$ cat config.mk
export PLATFORM = sky130hd
export DESIGN_NAME = muldiv_unit
export DESIGN_NICKNAME = d
export VERILOG_FILES = /design/src/rtl/riscv_muldiv_pkg.sv /design/src/rtl/muldiv_unit.sv
export SDC_FILE = /design/constraint.sdc
export NUM_CORES = 1
export LEC_CHECK = 0
export BUFFER_PORTS_ARGS = -buffer_cell sky130_fd_sc_hd__buf_2
export CORE_MARGIN = 3
export CORE_UTILIZATION = 45
export CTS_CLUSTER_DIAMETER = 100
export DETAILED_ROUTE_END_ITERATION = 8
export GPL_ROUTABILITY_DRIVEN = 0
export PLACE_DENSITY = 0.62
export SKIP_LAST_GASP = 1
export SYNTH_ARGS = -nofsm -noshare
export SYNTH_HDL_FRONTEND = slang
export SYNTH_SLANG_ARGS = --single-unit
$ cat constraint.sdc
create_clock -name clk -period 10.4 [get_ports clk]
set_input_delay 1.56 -clock clk [delete_from_list [all_inputs] [get_ports clk]]
set_output_delay 1.56 -clock clk [all_outputs]
set_load 0.1 [all_outputs]
$ cat src/rtl/riscv_muldiv_pkg.sv
// Shared encodings for the RISC2 iterative multiply/divide unit.
// Holds the operation codes, the controller state codes and the register width.
package riscv_muldiv_pkg;

    localparam int XLEN = 32;

    localparam logic [1:0] MD_MUL   = 2'b00;
    localparam logic [1:0] MD_MULHU = 2'b01;
    localparam logic [1:0] MD_DIVU  = 2'b10;
    localparam logic [1:0] MD_REMU  = 2'b11;

    localparam logic [1:0] ST_IDLE = 2'd0;
    localparam logic [1:0] ST_RUN  = 2'd1;
    localparam logic [1:0] ST_DONE = 2'd2;

    // Request fields captured at acceptance and held until write-back.
    typedef struct packed {
        logic [1:0] op;
        logic [4:0] rd;
    } md_req_t;

    function automatic logic md_is_div(input logic [1:0] op);
        return op[1];
    endfunction

endpackage

$ cat src/rtl/muldiv_unit.sv
// Iterative 32-step shift-add multiplier / restoring divider with a single
// register-file write-back port; multiply and divide share one shift register.
module muldiv_unit
    import riscv_muldiv_pkg::*;
#(
    parameter int WIDTH = XLEN
) (
    input  logic             clk,
    input  logic             rst,
    input  logic             start,
    input  logic [1:0]       op,
    input  logic [WIDTH-1:0] a,
    input  logic [WIDTH-1:0] b,
    input  logic [4:0]       rd,
    output logic             busy,
    output logic             done,
    output logic [4:0]       wa3,
    output logic [WIDTH-1:0] wd3,
    output logic             we3
);

    // Handshake: start is taken only while busy=0 (state IDLE); once taken,
    // busy stays high until the cycle after the one-cycle done/we3 pulse, and
    // start is ignored for that whole window (no queueing).

    logic [1:0]         state;
    logic [5:0]         count;
    md_req_t            req_q;
    logic [WIDTH-1:0]   b_q;
    logic [2*WIDTH-1:0] acc;
    logic [WIDTH:0]     rem;

    logic [WIDTH:0]     mul_sum;
    logic [2*WIDTH-1:0] mul_next;
    logic [WIDTH:0]     div_shift;
    logic [WIDTH:0]     div_trial;
    logic               div_ok;
    logic [WIDTH:0]     rem_next;
    logic [2*WIDTH-1:0] div_next;
    logic [WIDTH-1:0]   result;

    // Multiply: acc = {partial high word, remaining multiplier bits}.
    always_comb begin
        mul_sum  = {1'b0, acc[2*WIDTH-1:WIDTH]} + (acc[0] ? {1'b0, b_q} : '0);
        mul_next = {mul_sum, acc[WIDTH-1:1]};
    end

    // Divide: acc[WIDTH-1:0] shifts dividend bits out and quotient bits in.
    // A zero divisor always passes the trial subtract, so the quotient fills
    // with ones and the remainder ends up equal to the dividend.
    always_comb begin
        div_shift = (WIDTH+1)'({rem, acc[WIDTH-1]});
        div_trial = div_shift - {1'b0, b_q};
        div_ok    = ~div_trial[WIDTH];
        rem_next  = div_ok ? div_trial : div_shift;
        div_next  = {acc[2*WIDTH-1:WIDTH], acc[WIDTH-2:0], div_ok};
    end

    always_comb begin
        result = '0;
        case (req_q.op)
            MD_MUL:   result = acc[WIDTH-1:0];
            MD_MULHU: result = acc[2*WIDTH-1:WIDTH];
            MD_DIVU:  result = acc[WIDTH-1:0];
            MD_REMU:  result = rem[WIDTH-1:0];
            default:  result = '0;
        endcase
    end

    always_ff @(posedge clk) begin
        if (rst) begin
            state <= ST_IDLE;
            count <= '0;
            req_q <= '0;
            b_q   <= '0;
            acc   <= '0;
            rem   <= '0;
        end else begin
            case (state)
                ST_IDLE: begin
                    if (start) begin
                        req_q <= '{op: op, rd: rd};
                        b_q   <= b;
                        acc   <= {{WIDTH{1'b0}}, a};
                        rem   <= '0;
                        count <= '0;
                        state <= ST_RUN;
                    end
                end
                ST_RUN: begin
                    if (md_is_div(req_q.op)) begin
                        acc <= div_next;
                        rem <= rem_next;
                    end else begin
                        acc <= mul_next;
                    end
                    count <= count + 6'd1;
                    if (count == 6'(WIDTH-1)) begin
                        state <= ST_DONE;
                    end
                end
                ST_DONE: begin
                    state <= ST_IDLE;
                end
                default: begin
                    state <= ST_IDLE;
                end
            endcase
        end
    end

    // All outputs decode registered state only; write-back fields read zero
    // outside DONE so the register-file port is quiet between operations.
    always_comb begin
        busy = (state != ST_IDLE);
        done = (state == ST_DONE);
        we3  = done && (req_q.rd != 5'd0);
        wa3  = done ? req_q.rd : 5'd0;
        wd3  = done ? result : '0;
    end

endmodule

# Word-level counts from Yosys, hierarchy flattened
# Index checks and enable logic that the tools add are counted.
# W data, S select, Z words.
# totals
register_bits	143
out_inout_bits	40
word_cells	50
# op_classes
n_addsub	3
n_eq_ne	10
n_mux	16
bitwise	1
n_reduce_logical	12
# op_table
op	count
$mux W32	5
$mux W64	2
$pmux W64 S2	1
$pmux W32 S3	1
$pmux W32 S2	1
$add A32 B32 Y33	1
$sub A33 B32 Y33	1
$pmux W6 S2	1
$ne A2 B2 Y1 const B	4
$add A6 B1 Y6 const B	1
$eq A2 B2 Y1 const B	3
$eq A6 B5 Y1 const B	1
$mux W6	1
$reduce_and A2 Y1	3
$reduce_and A3 Y1	2
$mux W5	1
$reduce_bool A5 Y1	1
$eq A2 B1 Y1 const B	2
$logic_not A2 Y1	2
$mux W2	2
$pmux W2 S2	1
$reduce_bool A2 Y1	2
$reduce_or A2 Y1	1
$logic_and A1 B1 Y1	1
$not A1 Y1	1

# Depth between registers and ports, before layout
# depth
word_depth	4
depth_mapped	14
mapped_depth_nobuf	13

# Least setup slack after synthesis
# OpenSTA, ideal clock, no wires.
# synth_timing
path_kind	flip-flop to output port
from	register req_q[6] (netlist name)
to	output wd3[10]
arrival_ps	3812
required_time_ps	8840
setup_slack_ps	5028
path_stages_with_launch	6
path_cell_list	dfxtp_1 -> clkbuf_1 -> clkbuf_1 -> clkbuf_1 -> mux2i_1 -> a211oi_1
# synth_via
elab_chain_len	4
word_cells_on_any_way	7
classes_between	eq/ne: 3; mux: 2; reduce/logical: 2
# synth_rtl
item	line_no	rtl
start, declared	muldiv_unit.sv:28	md_req_t req_q;
start signal, assigned	muldiv_unit.sv:82	req_q <= '{op: op, rd: rd};
$eq A2 B2 Y1 / $logic_not A2 Y1 (equally long branches)	muldiv_unit.sv:61	case (req_q.op)
$reduce_or A2 Y1 (no line)	n/a	
$pmux W32 S3 *	muldiv_unit.sv:61	
$mux W32 *	muldiv_unit.sv:119	wd3 = done ? result : '0;
end, declared	muldiv_unit.sv:18	output logic [WIDTH-1:0] wd3,
# Mark *: on every way between the ends. The rest lies on a longest branch, timed or not.

# Worst setup path in the final report
# layout_timing
from	register req_q[6] (netlist name)
to	output wd3[22]
# The elaborated chain is that of the path after synthesis.

==> metrics.txt <==
number of flops mapped to enable cells by yosys=0; Fmax=225 MHz; cell row count=54; Hold Fails Final Rpt=0; min cycle time layout=4440 ps; clk_lat worst skew=430 ps; Die W=157 um; syn avg cell area=7.62 sq um; Post-CTS Hold Buffers=0; Finished Layout Cells=1693; ys flop type=dfxtp_1; nets@finish=1541; Boundary Pins=114; outcome=completed; RSZ-0062 raised after global routing=no; GRT Total Usage=0.241; routed length per instance=17.7 um; dpl hpwl=21.5 mm; crit path DAT=2880 ps; Remaining DRCs=0; number of I/O port buffers=113; max-slew violation count=0; Syn Std Cell Area=0.0102 sq mm; CTS Buf Count=17; ys async rst share=0; initial antenna violation count=0; global route overflow=0; Synth Warn #=0; number of DRC markers in iteration 0=674; post_cts resized=0; max capacitance violation total=0; Clock Skews=12.6 ps; fraction of layout cells with a size suffix above 1=0.125; via count=9766; startpoint types=flip-flop; vias in the first global route=8896; CTS clk-pin slew, worst paths=60 ps; largest net degree at the start of global routing=75; area grow syn2layout=12.7%; Worst Tran Pin Value=1070 ps; post-route ant nets=0; Synth Instances=1340; PwrDens=130 mW/mm^2; Num Clock Sinks=143; HP Class=reg -> reg; final wirelength=29.9 mm; worst-path maximum fanout=61; global-route wire length before repair=47.9 mm; Root Buffer=clkbuf_16; Yosys cell types=65; total setup buffers inserted after CTS=0; CP Class=reg -> out; # setup viols final=0; Starting Density=0.463; Worst EP required=8840 ps; total power=1.50 mW; clock buffer depth=2; final setup TNS=0 ps; core footprint=0.0220 sq mm; die footprint=0.0245 sq mm; FF+latch count, synth=143; Die H=157 um; post-synthesis sequential area ratio=0.280; placed insts=1661; Max VDD drop=0.0899 mV; Lkg Pwr=4.69 nW; htree depth=4; number of detailed-route iterations in the first pass=5; Vias/cell=5.77; CTS tree=done; slew margin rel.=0.286; n_diodes=0; Worst setup EP type=primary output; crit share post-route=0.427; syn_nets=1481
[cell families (layout without fill, tap and decap cells)]
kind of cell | Yosys count | after routing | share of synthesized area
AO/OA/AOI/OAI | 403 | 403 | 0.265
XOR/XNOR | 52 | 52 | 0.0446
AND/OR/NAND/NOR | 483 | 483 | 0.213
adder cells (fa/ha/maj) | 67 | 67 | 0.0836
flip-flops | 143 | 143 | 0.280
buffers and inverters | 131 | 204 | 0.0528
multiplexers | 61 | 61 | 0.0598
[Yosys cell counts, types with 28 or more instances]
| library cell | instances | area (sq um) |
|---|---|---|
| nand2_1 | 230 | 863 |
| a211oi_1 | 73 | 548 |
| dfxtp_1 | 143 | 2860 |
| and2_1 | 39 | 244 |
| a21oi_1 | 95 | 475 |
| nor2_1 | 99 | 372 |
| clkbuf_1 | 75 | 282 |
| inv_1 | 46 | 173 |
| ha_1 | 65 | 813 |
| a311oi_1 | 31 | 272 |
| o21ai_0 | 54 | 270 |
| mux2i_1 | 61 | 611 |
| a21o_1 | 28 | 210 |
| nor2b_1 | 38 | 238 |
[power breakdown]
group / internal [mW] / switching, mW
logic: 0.0956 / 0.151
clock network: 0.383 / 0.269
registers: 0.571 / 0.0263
total: 1.05 / 0.446
[flip-flops by register name, indices dropped and copies added, names as in the netlist]
register,flops
acc,64
b_q,32
rem,32
req_q,7
count,6
state,2
[metrics by stage]
stage	area (sq um)	hold slack, ps	setup WS [ps]	utilization
after detailed placement	10900	465	6240	0.495
after floorplan	10200	444	5030	-
final	11500	470	5960	0.522
after global placement	10900	457	6320	0.495
after CTS	11500	472	5990	0.522
after global routing	11500	499	5840	0.522
[metal layers]
layer  vias up  GRT usage  part of all wire
met3        20     0.0412             0.065
met5         -          0                 0
li1       4905          -                 -
met2       279      0.347              0.41
met1      4562      0.372              0.51
met4         0     0.0584             0.012
[path summary, 6_finish.rpt]
kind | startpoint | to | slack, ps | depth (start not counted)
worst max-delay path | req_q[6] | wd3[22] | 5960 | 4
worst min-delay path | req_q[2] | req_q[2] | 470 | 2
worst max register to register | acc[31] | rem[2] | 6200 | 13
worst min register to register | req_q[2] | req_q[2] | 470 | 2
[layout make-up]
class	count	area, sq um
Fill cell	2200	10500
Inverter	46	173
Sequential cell	143	2870
Multi-Input combinational cell	1066	6840
Clock inverter	14	181
Timing Repair Buffer	126	666
Tap cell	280	350
Clock buffer	18	429
[critical path, cell delays in order (launching register included)]
cell and delay [ps]:
dfxtp_4 660, buf_4 710, mux2i_1 280, a211oi_1 270, buf_2 470
[cells in the final DEF (no fill, tap or decap), drive strengths merged, types with 3 or more instances in the layout]
master	instances
a311oi	32
a22oi	14
a22o	3
a21o	28
nor2	99
o2111ai	4
nand3b	4
and2	39
nor2b	38
a31oi	14
clkbuf	18
a2111oi	4
ha	65
mux2i	61
nand4	7
dfxtp	143
clkinvlp	4
nor3	17
o211ai	6
xnor2	27
a211oi	73
o31ai	9
buf	126
a211o	4
nand2	230
o21a	9
a21oi	97
a31o	4
nand3	12
bufinv	3
o21ai	78
xor2	25
o21bai	5
nand2b	14
inv	52
and3	13
o31a	3
Power figures use the tool's default switching activity.
